`src/rtl/piso8_pkg.sv`:
```
// ----------------------------------------------------------------------------
// piso8_pkg
// Shared definitions for the piso8 parallel-in / serial-out converter:
//   state_t       - FSM state encoding (IDLE, SHIFT)
//   N_DEFAULT     - default parallel word width
//   cnt_width()   - width of the bit counter for a given word width
// Configuration macro used by the design: PISO8_PARITY_EN
// ----------------------------------------------------------------------------
package piso8_pkg;

    typedef enum logic {
        IDLE  = 1'b0,
        SHIFT = 1'b1
    } state_t;

    localparam int N_DEFAULT = 8;

    // Room for N data bits plus an optional parity bit, with one spare code
    // so the count never has to wrap inside a frame.
    function automatic int cnt_width(input int n);
        return $clog2(n + 2);
    endfunction

endpackage

```
`src/rtl/piso8_bitcnt.sv`:
```
// ----------------------------------------------------------------------------
// piso8_bitcnt
// Bit position counter for a piso8 frame.
// Parameters:
//   W    - counter width
//   TERM - count value at which tc is asserted
// Ports:
//   clk  in  clock
//   rst  in  asynchronous reset, active-low
//   clr  in  return the count to zero (has priority over inc)
//   inc  in  advance the count by one (saturates at all-ones, never wraps)
//   cnt  out current count
//   tc   out terminal count: cnt == TERM
// ----------------------------------------------------------------------------
module piso8_bitcnt
    import piso8_pkg::*;
#(
    parameter int W    = cnt_width(N_DEFAULT),
    parameter int TERM = N_DEFAULT - 2
) (
    input  logic         clk,
    input  logic         rst,
    input  logic         clr,
    input  logic         inc,
    output logic [W-1:0] cnt,
    output logic         tc
);

    always_ff @(posedge clk or negedge rst) begin
        if (!rst) begin
            cnt <= '0;
        end else if (clr) begin
            cnt <= '0;
        end else if (inc && (cnt != {W{1'b1}})) begin
            cnt <= cnt + 1'b1;
        end
    end

    assign tc = (cnt == W'(TERM));

endmodule

```
`src/rtl/piso8.sv`:
```
// ----------------------------------------------------------------------------
// piso8
// Parallel-in / serial-out converter with a ready/valid style input.
// A word is captured when en && ready; its bits appear on sout starting the
// following cycle, one per clock. A new word may be captured during the final
// bit of a frame, giving gap-free back-to-back frames.
// Parameters:
//   N          - parallel word width
//   MSB_FIRST  - 0: d[0] is sent first, 1: d[N-1] is sent first
// Configuration macro:
//   PISO8_PARITY_EN - when defined, an even-parity bit (XOR of d) is appended
//                     as the final frame bit; frame length becomes N+1.
// Ports:
//   clk        in  clock, rising edge
//   rst        in  asynchronous reset, active-low
//   en         in  parallel word valid
//   d          in  parallel word
//   ready      out word accepted this cycle (IDLE, or SHIFT on the last bit)
//   sout       out serial data bit (registered)
//   sout_valid out sout carries a frame bit (registered)
//   last       out sout is the final frame bit (registered)
//   busy       out frame in progress (registered)
// ----------------------------------------------------------------------------
module piso8
    import piso8_pkg::*;
#(
    parameter int N         = N_DEFAULT,
    parameter bit MSB_FIRST = 1'b0
) (
    input  logic         clk,
    input  logic         rst,
    input  logic         en,
    input  logic [N-1:0] d,
    output logic         ready,
    output logic         sout,
    output logic         sout_valid,
    output logic         last,
    output logic         busy
);

`ifdef PISO8_PARITY_EN
    localparam int F = N + 1;
`else
    localparam int F = N;
`endif
    localparam int CW   = cnt_width(N);
    // tc flags the bit just before the final one, so last can be registered
    // on the edge that moves onto the final bit.
    localparam int TERM = (F >= 2) ? F - 2 : 0;

    state_t        state;
    state_t        state_nxt;
    logic [F-1:0]  frame;
    logic [F-1:0]  sr;
    logic          capture;
    logic          advance;
    logic [CW-1:0] cnt;
    logic          tc;

    assign ready   = (state == IDLE) || last;
    assign capture = en && ready;
    assign advance = (state == SHIFT) && !last;

    // Frame in transmit order: frame[0] goes out first.
    always_comb begin
        frame = '0;
        for (int i = 0; i < N; i++) begin
            frame[i] = MSB_FIRST ? d[N-1-i] : d[i];
        end
`ifdef PISO8_PARITY_EN
        frame[N] = ^d;
`endif
    end

    always_ff @(posedge clk or negedge rst) begin
        if (!rst) begin
            state <= IDLE;
        end else begin
            state <= state_nxt;
        end
    end

    always_comb begin
        state_nxt = state;
        case (state)
            IDLE:    if (capture) state_nxt = SHIFT;
            SHIFT:   if (last && !capture) state_nxt = IDLE;
            default: state_nxt = IDLE;
        endcase
    end

    // sr holds the bits still to be sent after the one currently on sout.
    always_ff @(posedge clk or negedge rst) begin
        if (!rst) begin
            sr         <= '0;
            sout       <= 1'b0;
            sout_valid <= 1'b0;
            last       <= 1'b0;
            busy       <= 1'b0;
        end else if (capture) begin
            sr         <= frame >> 1;
            sout       <= frame[0];
            sout_valid <= 1'b1;
            last       <= (F == 1);
            busy       <= 1'b1;
        end else if (advance) begin
            sr         <= sr >> 1;
            sout       <= sr[0];
            last       <= tc;
        end else if (state == SHIFT) begin
            sr         <= '0;
            sout       <= 1'b0;
            sout_valid <= 1'b0;
            last       <= 1'b0;
            busy       <= 1'b0;
        end
    end

    piso8_bitcnt #(
        .W    (CW),
        .TERM (TERM)
    ) u_bitcnt (
        .clk (clk),
        .rst (rst),
        .clr (capture),
        .inc (advance),
        .cnt (cnt),
        .tc  (tc)
    );

endmodule

```
`config.mk`:
```
export PLATFORM = sky130hd
export DESIGN_NAME = piso8
export DESIGN_NICKNAME = d
export VERILOG_FILES = /design/src/rtl/piso8_pkg.sv /design/src/rtl/piso8_bitcnt.sv /design/src/rtl/piso8.sv
export SDC_FILE = /design/constraint.sdc
export NUM_CORES = 1
export LEC_CHECK = 0
export BUFFER_PORTS_ARGS = -buffer_cell sky130_fd_sc_hd__buf_2
export CORE_MARGIN = 3
export CORE_UTILIZATION = 45
export CTS_CLUSTER_SIZE = 30
export DETAILED_ROUTE_END_ITERATION = 7
export PLACE_DENSITY = 0.72
export SLEW_MARGIN = 20
export SYNTH_ARGS = -nofsm -noshare
export SYNTH_HDL_FRONTEND = slang
export SYNTH_SLANG_ARGS = --single-unit
```
`constraint.sdc`:
```
create_clock -name clk -period 1.2 [get_ports clk]
set_clock_uncertainty 0.15 [all_clocks]
set_input_delay 0.24 -clock clk [delete_from_list [all_inputs] [get_ports clk]]
set_output_delay 0.24 -clock clk [all_outputs]
set_load 0.02 [all_outputs]
```
# Word-level counts from Yosys, hierarchy flattened
# Cells that the tools add are included.
# W data, S select, Z words.
[op_classes]
multipliers = 0
n_lt_le_gt_ge = 0
n_div = 0
bitwise = 1
reduce_logical = 11
add_sub_neg = 1
muxes = 15
n_shift = 0
n_eq_ne = 3
[ops]
columns = ["op", "count"]
rows = [
  ["$mux W8", 3],
  ["$mux W1", 9],
  ["$mux W4", 2],
  ["$add A4 B1 Y4 const B", 1],
  ["$eq A4 B3 Y1 const B", 1],
  ["$logic_and A1 B1 Y1", 4],
  ["$ne A4 B4 Y1 const B", 1],
  ["$reduce_bool A2 Y1", 2],
  ["$reduce_bool A3 Y1", 1],
  ["$logic_not A1 Y1", 2],
  ["$ne A2 B2 Y1 const B", 1],
  ["$pmux W1 S2", 1],
  ["$reduce_and A2 Y1", 1],
  ["$logic_or A1 B1 Y1", 1],
  ["$not A1 Y1", 1],
]
[word_totals]
latch_bits = 0
output_inout_bits = 5
elab_cells = 37
ram_bits = 0
romBits = 0
mem_count = 0
in_bits = 11
register_bits = 16

# Depth between registers and ports, before layout
# Gate-level depths: netlist of run 1.
[depth]
ltp_word = 7
ltp_mapped = 4

# Modules after synthesis
# A second synthesis of run 1 with hierarchy kept.
[unflattened]
hier_cells = 81
area_unflattened_um2 = 848.3
[modules_own_cells]
columns = ["module", "instances", "area_each_um2", "seq_area_each_um2", "cells_per_inst"]
rows = [
  ["piso8", 1, 594.3, 275.3, 58],
  ["piso8_bitcnt", 1, 254.0, 100.1, 23],
]

# Least setup slack after synthesis of run 1
# Ideal clock, no wire load.
[synth_timing]
path_type = "register to register"
from = "register u_bitcnt.cnt[0]"
to = "register u_bitcnt.cnt[0]"
path_stages_with_launch = 5
required_ns = 0.929
t_arrival_ns = 1.057
synth_period_minus_slack_ns = 1.328
setup_slack_ns = -0.128
n_path_buf = 0
path_cell_list = "dfrtp_1 -> ha_1 -> nand3_1 -> mux2i_1 -> a22o_1"
[synth_between]
elab_chain_cells = 3
elab_cells_between_ends = 6
cone_classes = "add/sub: 1; eq/ne: 1; mux: 2; reduce/logical: 2"
[synth_lines]
columns = ["item", "line_no", "text"]
rows = [
  ["start, declared", "piso8_bitcnt.sv:25", "output logic [W-1:0] cnt,"],
  ["start signal, assigned", "piso8_bitcnt.sv:35", "cnt <= cnt + 1'b1;"],
  ["$add A4 B1 Y4 or $ne A4 B4 Y1 (tied branches)", "piso8_bitcnt.sv:35, piso8_bitcnt.sv:34", ""],
  ["$mux W4 or $logic_and A1 B1 Y1 (tied branches)", "piso8_bitcnt.sv:34", "end else if (inc && (cnt != {W{1'b1}})) begin"],
  ["$mux W4 or $reduce_bool A2 Y1 (tied branches)", "n/a", ""],
]
# Parallel ways exist; a longest one is shown, timed or not. The select of a mux whose other input is x is not followed.
# A chain may end at the register's enable or synchronous reset.

# Worst setup path after layout of run 1
[layout_timing]
from = "register last"
to = "output port ready"
[layout_between]
elab_chain_cells = 1
[layout_lines]
columns = ["item", "line_no", "text"]
rows = [
  ["start, declared", "piso8.sv:37", "output logic last,"],
  ["start signal, assigned", "piso8.sv:104", "last <= (F == 1);"],
  ["start signal, assigned", "piso8.sv:109", "last <= tc;"],
  ["$logic_or A1 B1 Y1", "piso8.sv:60", "assign ready = (state == IDLE) || last;"],
  ["end, declared", "piso8.sv:34", "output logic ready,"],
]
# No other way between the ends.

==> tab_implementation.tex, run 1 <==
\begin{tabular}{lr}
\hline
Metric & Value \\
\hline
\multicolumn{2}{l}{\textbf{Timing}} \\
\quad RSZ-0062 raised after global routing & yes \\
\quad Max transition margin & 0.778 \\
\quad Setup TNS & -2.02 ns \\
\quad Final Max Slew Viols & 0 \\
\quad Min cycle time layout & $\sim$1.4 ns \\
\quad Peak clock frequency supported by timing & about 700 MHz \\
\quad Worst hold slack & roughly 0.062 ns \\
\quad Slew at the pin with the worst max-slew slack & 0.334 ns \\
\quad Final-report hold violation count & 0 \\
\quad Period utilization & 1.19 \\
\quad Number of setup violations in the final report & 16 \\
\quad Setup slack of the critical path after layout & -0.222 ns \\
\multicolumn{2}{l}{\textbf{Clock tree}} \\
\quad Number of buffers inserted during clock tree synthesis & 3 \\
\quad Root Buffer & sky130\_fd\_sc\_hd\_\_clkbuf\_4 \\
\quad Buffers from clock root to sink, at most & 2 \\
\quad CTS tree & yes \\
\quad Worst skew pair latency & approximately 0.28 ns \\
\quad Clk sinks & 15 \\
\quad Clock transition at the registers of the reported paths & roughly 0.1 ns \\
\quad Max H-tree Level & 1 \\
\multicolumn{2}{l}{\textbf{Floorplanning}} \\
\quad Horizontal die dimension & about 48 um \\
\quad Cell Rows & 14 \\
\quad Floorplan die area & about 0.0023 sq mm \\
\quad Number of placed I/O pins & 16 \\
\quad Starting utilization of the core area & 0.497 \\
\quad Vertical die dimension & 47.7 um \\
\quad Placeable core region & $\sim$0.0016 sq mm \\
\multicolumn{2}{l}{\textbf{Global routing}} \\
\quad Most heavily used metal layer in global routing & met2 \\
\quad Pin count of the biggest net entering global routing & 22 \\
\quad Remaining global-route overflow & 0 \\
\quad Met1 track demand over resource & 0.220 \\
\quad Overall track demand over capacity in global routing & 0.180 \\
\quad Met3 track demand over resource in global routing & 0.0376 \\
\quad Wire length of the first global-routing pass & $\sim$2.8 mm \\
\quad Vias in the first global route & 609 \\
\quad Antenna violations before repair & 0 \\
\quad Global Route met2 Usage & 0.332 \\
\multicolumn{2}{l}{\textbf{Placed design}} \\
\quad Instance area after placement & a little over 900 sq um \\
\quad IO buf count & 15 \\
\quad Gp weighted congestion & 0.715 \\
\quad Placed insts & about 110 \\
\quad Pre-CTS WS & -0.112 ns \\
\multicolumn{2}{l}{\textbf{Min path}} \\
\quad Worst min-delay path category & input port to register \\
\quad Worst Hold Path EP & sr[6] \\
\quad Cell count of the worst hold path & 3 \\
\quad Startpoint of the worst hold path & d[7] \\
\multicolumn{2}{l}{\textbf{Cells and area}} \\
\quad Area growth from synthesis to layout & 39.5\% \\
\quad Sequential cell area & $\sim$380 sq um \\
\quad Fraction of final layout cells sized beyond drive strength 1 & 0.444 \\
\quad Final non-filler cell area & 0.00109 sq mm \\
\quad Antenna cell count & 0 \\
\quad Area of the multi-input gates & around 400 sq um \\
\quad Number of nets in the finished design & approximately 110 \\
\quad FILL cells & around 120 \\
\quad Utilization of the core after routing & 0.693 \\
\quad Number of non-filler instances in the completed layout & roughly 120 \\
\multicolumn{2}{l}{\textbf{Synth}} \\
\quad Distinct cells, synth & 25 \\
\quad Number of nets in the synthesized netlist & 84 \\
\quad Number of register bits inferred by synthesis & 15 \\
\quad Count of yosys warnings during synthesis & 0 \\
\quad Yosys top cell by area & sky130\_fd\_sc\_hd\_\_dfrtp\_1 \\
\quad Yosys top cell area share & 0.479 \\
\quad Total standard cell area after synthesis & between 700 and 800 sq um \\
\quad Post-Synthesis Cells & a little over 70 \\
\quad Post-synthesis sequential area ratio & 0.479 \\
\quad Top area cells in the synthesized netlist & sky130\_fd\_sc\_hd\_\_dfrtp\_1 48\%, sky130\_fd\_sc\_hd\_\_mux2i\_1 13\%, sky130\_fd\_sc\_hd\_\_a32oi\_1 7.8\% \\
\quad Mapped Avg Cell Area & 11.0 sq um \\
\multicolumn{2}{l}{\textbf{Job}} \\
\quad Count of max-cap constraint violations & 0 \\
\multicolumn{2}{l}{\textbf{Route}} \\
\quad First-pass detailed-route iteration total & 4 \\
\quad WL final & 1.86 mm \\
\quad DRC & 0 \\
\quad 1st-iter DRT viols & 11 \\
\quad Detailed-route vias per instance & slightly below 6 \\
\quad Number of nets with antenna violations after routing & 0 \\
\quad Detailed-route wire length per cell & roughly 16 um \\
\quad Via count of the routed design & 672 \\
\multicolumn{2}{l}{\textbf{Worst setup path}} \\
\quad Type of the worst setup path & register to primary output \\
\quad Reg2Reg Depth & 4 \\
\quad Maximum fanout along the worst path & 2 \\
\quad Register-to-register setup slack & -0.19 ns \\
\quad Cell with the largest stage delay on the worst path & sky130\_fd\_sc\_hd\_\_dfrtp\_2 \\
\quad Worst endpoint required time & 0.81 ns \\
\quad Highest cell delay on the worst timing path & about 0.44 ns \\
\quad R2R Path Start & last \\
\quad Nature of the critical path startpoint & register \\
\quad Worst path cell trace & nor2b\_4 > inv\_4 > buf\_6 \\
\quad Worst reg2reg path endpoint & u\_bitcnt.cnt[0] \\
\quad Critical Path End Type & primary output \\
\quad Endpoint arrival time on the critical path & between 1 and 1.5 ns \\
\multicolumn{2}{l}{\textbf{Outcome}} \\
\quad Run status & finished with violations \\
\quad Violations in the final reports & setup timing \\
\multicolumn{2}{l}{\textbf{Pwr}} \\
\quad Power Density & a little under 800 mW/mm\^{}2 \\
\quad Peak supply drop & approximately 0.00054 V \\
\quad Total power consumption of the routed design & around 0.86 mW \\
\quad Static leakage & approximately 0.52 nW \\
\hline
\end{tabular}
==> what timing repair did <==
action	4_1_cts	5_1_grt
setup buffers	5	0
endpoints found under the setup margin	17	19
pin swaps	1	2
resized for setup	22	5
hold endpoints to repair	15	0
hold buffers	1	0
==> per-layer routing <==
metal | part of all wire | routed length (um)
met1 | 0.41 | 763
met2 | 0.55 | 1020
met3 | 0.034 | 63
met4 | 0.0032 | 6
met5 | 0 | 0
==> cell type report <==
type / count / area share
multi-input cells: 47 / 0.368
repair buffers: 30 / 0.231
clock inverters: 1 / 0.00458
inverters: 3 / 0.0126
clock buffers: 3 / 0.0206
well taps: 16 / 0.0183
flip-flops and latches: 15 / 0.345
==> registers in the layout, summed over array words and instances, names as in the netlist <==
signal and count:
state 1, busy 1, u_bitcnt.cnt 4, last 1, sout 1, sr 7
==> report_power, final <==
part           internal [mW]  switching (mW)
logic                 0.0313          0.0355
clock network          0.123           0.163
registers              0.505  0.000000000270
total                  0.660           0.198
==> Yosys cell counts, drive strengths merged <==
| library cell | number |
|---|---|
| buf | 5 |
| nor3 | 1 |
| nor2b | 2 |
| a311oi | 1 |
| o21ai | 8 |
| nand2b | 1 |
| ha | 2 |
| o2bb2ai | 1 |
| mux2i | 10 |
| nand3 | 3 |
| a32oi | 7 |
| o21a | 1 |
| clkbuf | 1 |
| nor4 | 1 |
| dfrtp | 15 |
| nand2 | 1 |
| and2 | 1 |
| a32o | 1 |
| a21oi | 2 |
| inv | 3 |
| a22o | 1 |
| nor2 | 3 |
==> cell usage in the layout (no fill, tap or decap), drive strengths merged, types with 2 or more instances in the layout <==
master and instances:
buf 29, dfrtp 15, mux2i 10, o21ai 8
a32oi 7, nor2 3, clkbuf 3, inv 3
nand3 3, a21oi 2, nor2b 2, ha 2
==> worst max-delay path, delay by kind of cell, from the launching register on <==
family	cells	cell delay [ns]
buffers and inverters	2	0.16
DFF	1	0.44
and+or+nand+nor	1	0.15
==> logic make-up after synthesis <==
| kind of cell | after synthesis | share of synthesized area |
|---|---|---|
| AOI/OAI and AO/OA | 22 | 0.206 |
| DFF | 15 | 0.479 |
| and+or+nand+nor | 13 | 0.0974 |
| muxes | 10 | 0.128 |
| buffers and inverters | 9 | 0.0575 |
| adders and majority gates | 2 | 0.0319 |
==> worst max path at each step <==
stage,start,end,slack (ns),cells past startpoint
2_1_floorplan,last,u_bitcnt.cnt[3],-0.06,4
3_3_place_gp,u_bitcnt.cnt[0],u_bitcnt.cnt[0],-0.05,4
3_5_place_dp,last,u_bitcnt.cnt[0],-0.11,3
4_1_cts,last,ready,-0.23,3
5_1_grt,last,ready,-0.26,3
6_report,last,ready,-0.22,3
(Power assumes the default switching activity.)
==> inputs of run 2 (changes only) <==
--- a/config.mk
+++ b/config.mk
@@ -11,7 +11,7 @@
 export CTS_CLUSTER_SIZE = 30
 export DETAILED_ROUTE_END_ITERATION = 7
 export PLACE_DENSITY = 0.72
-export SLEW_MARGIN = 20
 export SYNTH_ARGS = -nofsm -noshare
 export SYNTH_HDL_FRONTEND = slang
+export SYNTH_HIERARCHICAL = 1
 export SYNTH_SLANG_ARGS = --single-unit
==> tab_implementation.tex, run 2 <==
\begin{tabular}{lr}
\hline
Metric & Value \\
\hline
\multicolumn{2}{l}{\textbf{Cells and area}} \\
\quad Biggest register & sr \\
\quad Area growth from synthesis to layout & 55.2\% \\
\quad Most common cell after layout, fill and taps aside & sky130\_fd\_sc\_hd\_\_dfrtp\_1 \\
\quad Antenna cell count & 0 (unchanged) \\
\quad Number of nets in the finished design & 125 (+11\%) \\
\quad Fraction of final layout cells sized beyond drive strength 1 & 0.586 (+0.141) \\
\quad Number of non-filler instances in the completed layout & 136 (+18\%) \\
\quad Leading cell types in the layout, fill and taps excluded & 14 x sky130\_fd\_sc\_hd\_\_dfrtp\_1, 10 x sky130\_fd\_sc\_hd\_\_buf\_2, 10 x sky130\_fd\_sc\_hd\_\_buf\_6 \\
\quad Max FFs per register & 7 (unchanged) \\
\quad Largest registers & sr: 7 flops, u\_bitcnt/cnt: 4 flops \\
\multicolumn{2}{l}{\textbf{Worst setup path}} \\
\quad Instance count on the critical path & 6 (+3) \\
\quad Worst reg2reg path endpoint & u\_bitcnt/cnt[3] \\
\quad R2R Path Start & last \\
\quad Cell with the largest stage delay on the worst path & sky130\_fd\_sc\_hd\_\_dfrtp\_2 \\
\quad Bufs and invs on worst path & 2 (unchanged) \\
\quad Endpoint arrival time on the critical path & 1.55 ns (+0.52 ns) \\
\quad Worst endpoint required time & 1.22 ns (+0.41 ns) \\
\quad Highest cell delay on the worst timing path & 0.43 ns (about the same) \\
\quad Register-to-register setup slack & -0.33 ns (-0.14 ns) \\
\quad Worst path cell trace & nand2b\_4 > buf\_12 > clkinv\_8 > nand4\_1 > o21ai\_0 > a21oi\_1 \\
\quad Maximum fanout along the worst path & 3 (+1) \\
\quad CP top delay family & flip-flops \\
\quad Critical Path End Type & register \\
\quad Nature of the critical path startpoint & register \\
\quad Reg2Reg Depth & 6 (+2) \\
\quad Type of the worst setup path & register to register \\
\multicolumn{2}{l}{\textbf{Route}} \\
\quad Detailed-route wire length per cell & 16.0 um (-1.2\%) \\
\quad 1st-iter DRT viols & 15 (+4) \\
\quad Via count of the routed design & 746 (+11\%) \\
\quad DRC & 0 (unchanged) \\
\quad Detailed-route vias per instance & 5.49 (-6.1\%) \\
\quad First-pass detailed-route iteration total & 4 (unchanged) \\
\quad WL final & 2.17 mm (+17\%) \\
\quad Number of nets with antenna violations after routing & 0 (unchanged) \\
\multicolumn{2}{l}{\textbf{Placed design}} \\
\quad Half-perimeter wire length after detailed placement & $\sim$1.2 mm \\
\quad IO buf count & 15 (unchanged) \\
\quad Placed insts & 125 (+19\%) \\
\quad Gp weighted congestion & 0.803 (+12\%) \\
\multicolumn{2}{l}{\textbf{Clock tree}} \\
\quad Max H-tree Level & 1 (unchanged) \\
\quad Number of buffers inserted during clock tree synthesis & 3 (unchanged) \\
\quad Buffers from clock root to sink, at most & 2 (unchanged) \\
\quad CTS tree & yes \\
\quad Worst skew pair latency & 0.28 ns (about the same) \\
\quad Root Buffer & sky130\_fd\_sc\_hd\_\_clkbuf\_4 \\
\quad Clock transition at the registers of the reported paths & 0.09 ns (about the same) \\
\quad Clk sinks & 15 (unchanged) \\
\multicolumn{2}{l}{\textbf{Synth}} \\
\quad Most used standard cell by instance count after synthesis & sky130\_fd\_sc\_hd\_\_dfrtp\_1 \\
\quad Top area cells in the synthesized netlist & sky130\_fd\_sc\_hd\_\_dfrtp\_1 44\%, sky130\_fd\_sc\_hd\_\_mux2i\_1 11\%, sky130\_fd\_sc\_hd\_\_o221ai\_1 7.2\% \\
\quad Post-Synthesis Cells & 81 (+14\%) \\
\quad Yosys top cell area share & 0.442 (-0.0368) \\
\quad Yosys top cell by area & sky130\_fd\_sc\_hd\_\_dfrtp\_1 \\
\quad Total standard cell area after synthesis & 848 sq um (+8.3\%) \\
\quad Number of enable flip-flop cells after synthesis & 0 (unchanged) \\
\quad Post-synthesis sequential area ratio & 0.442 (-0.0368) \\
\quad Top cell types by occurrence after synthesis & 15 x sky130\_fd\_sc\_hd\_\_dfrtp\_1, 10 x sky130\_fd\_sc\_hd\_\_inv\_1, 9 x sky130\_fd\_sc\_hd\_\_mux2i\_1, 8 x sky130\_fd\_sc\_hd\_\_nand3\_1, 7 x sky130\_fd\_sc\_hd\_\_o221ai\_1 \\
\quad Number of nets in the synthesized netlist & 94 (+12\%) \\
\quad Number of register bits inferred by synthesis & 15 (unchanged) \\
\quad Distinct cells, synth & 26 (+4.0\%) \\
\quad Most used DFF post-synth & sky130\_fd\_sc\_hd\_\_dfrtp\_1 \\
\quad Count of yosys warnings during synthesis & 6 (+6) \\
\quad Mapped Avg Cell Area & 10.5 sq um (-5.1\%) \\
\quad Post-synthesis async set-or-reset flop share & 1.00 (unchanged) \\
\multicolumn{2}{l}{\textbf{Job}} \\
\quad Count of max-cap constraint violations & 0 (unchanged) \\
\multicolumn{2}{l}{\textbf{Global routing}} \\
\quad Remaining global-route overflow & 0 (unchanged) \\
\quad Antenna violations before repair & 0 (unchanged) \\
\quad Pin count of the biggest net entering global routing & 21 (-4.5\%) \\
\quad Wire length of the first global-routing pass & 3.41 mm (+23\%) \\
\quad Overall track demand over capacity in global routing & 0.182 (+0.00212) \\
\quad Vias in the first global route & 761 (+25\%) \\
\multicolumn{2}{l}{\textbf{Timing}} \\
\quad Slew at the pin with the worst max-slew slack & 0.346 ns (+0.0122 ns) \\
\quad RSZ-0062 raised after global routing & yes \\
\quad Setup slack of the critical path after layout & -0.329 ns (-0.107 ns) \\
\quad Final Max Slew Viols & 0 (unchanged) \\
\quad Max transition margin & 0.770 (-0.00811) \\
\quad Final-report hold violation count & 0 (unchanged) \\
\quad Period utilization & 1.27 (+0.0888) \\
\quad Number of setup violations in the final report & 19 (+3) \\
\quad Min cycle time layout & 1.53 ns (+0.107 ns) \\
\quad Peak clock frequency supported by timing & 654 MHz (-7.0\%) \\
\multicolumn{2}{l}{\textbf{Floorplanning}} \\
\quad Starting utilization of the core area & 0.486 (-0.0108) \\
\quad Floorplan die area & 0.00244 sq mm (+7.3\%) \\
\quad Placeable core region & 0.00175 sq mm (+11\%) \\
\quad Cell Rows & 15 (+1) \\
\quad Number of placed I/O pins & 16 (unchanged) \\
\quad Horizontal die dimension & 49.4 um (+3.6\%) \\
\quad Vertical die dimension & 49.4 um (+3.6\%) \\
\multicolumn{2}{l}{\textbf{Min path}} \\
\quad Cell count of the worst hold path & 3 (unchanged) \\
\quad Startpoint of the worst hold path & d[7] \\
\quad Worst Hold Path EP & sr[6] \\
\quad Worst min-delay path category & input port to register \\
\multicolumn{2}{l}{\textbf{Outcome}} \\
\quad Violations in the final reports & setup timing \\
\quad Run status & finished with violations \\
\multicolumn{2}{l}{\textbf{Pwr}} \\
\quad Static leakage & 0.585 nW (+12\%) \\
\quad Peak supply drop & 0.00155 V (+190\%) \\
\quad Power Density & 2500 mW/mm\^{}2 (+220\%) \\
\quad Total power consumption of the routed design & 3.29 mW (+280\%) \\
\hline
\end{tabular}
run 2: changes by cell type after synthesis, moves of 2 or more:
cell,before,now
sky130_fd_sc_hd__o221ai_1,0,7
sky130_fd_sc_hd__o21ai_0,8,1
sky130_fd_sc_hd__mux2_4,0,2
sky130_fd_sc_hd__inv_1,2,10
sky130_fd_sc_hd__a32oi_1,7,0
sky130_fd_sc_hd__nand3_1,3,8
run 2: worst max-delay path by stage:
stage                               start              end  slack, ns
final                                last  u_bitcnt/cnt[3]      -0.33
after global routing                 last            ready      -0.34
after CTS                            last            ready      -0.28
after detailed placement  u_bitcnt/cnt[0]  u_bitcnt/cnt[0]      -0.25
after global placement    u_bitcnt/cnt[0]  u_bitcnt/cnt[1]      -0.22
after floorplan                      last  u_bitcnt/cnt[0]      -0.31
run 2: kinds of logic (layout without fill, tap and decap cells):
kind of cell    Yosys count  after routing  share of synthesized area
simple gates             24             24                      0.184
buf+inv                  16             46                     0.0929
flops                    15             15                      0.442
compound gates           13             13                      0.109
mux                      11             11                      0.142
fa+ha+maj                 2              2                     0.0295
run 2: worst min-delay path, delay by kind of cell:
kind	cells	cell delay (ns)
buffers and inverters	1	0.09
AND/OR/NAND/NOR	1	0.07
AO/OA/AOI/OAI	1	0.05
run 2: what timing repair did:
action                                 in CTS  in global routing
resized for setup                          27                 25
cloned                                      0                  1
pin swaps                                   4                  6
endpoints found under the hold margin      15                  0
buffers inserted                            6                  2
setup endpoints to repair                  10                 19
hold buffers                                1                  0
run 2: through the flow:
step	utilization	worst slack, ns	hold slack (ns)	cell area [sq um]	setup TNS (ns)
floorplan	-	-0.311	-0.206	862	-0.903
global placement	0.576	-0.223	0.00986	1000	-0.714
CTS	0.680	-0.279	0.0580	1190	-1.89
detailed placement	0.576	-0.254	0.0110	1000	-0.891
finish	0.754	-0.329	0.0544	1320	-2.30
global route	0.754	-0.341	0.0581	1320	-2.80
run 2: power breakdown:
part           switching [mW]  leakage, nW  internal, mW
sequential              0.160        0.190         0.706
clock                   0.164       0.0150         0.129
combinational           0.942        0.381          1.19
total                    1.27        0.585          2.03
run 2: metal layers:
layer / track usage / vias up / share of wire
met5: 0 / - / 0
met3: 0.0275 / 6 / 0.037
li1: - / 346 / -
met1: 0.232 / 370 / 0.43
met4: 0.0922 / 0 / 0.023
met2: 0.297 / 24 / 0.51
run 2: area by class of cell:
cell class	count	area [sq um]
Tap cell	25	31.3
Inverter	10	52.6
Multi-Input combinational cell	50	517
Timing Repair Buffer	32	313
Clock buffer	4	26.3
Sequential cell	15	377
Fill cell	115	429
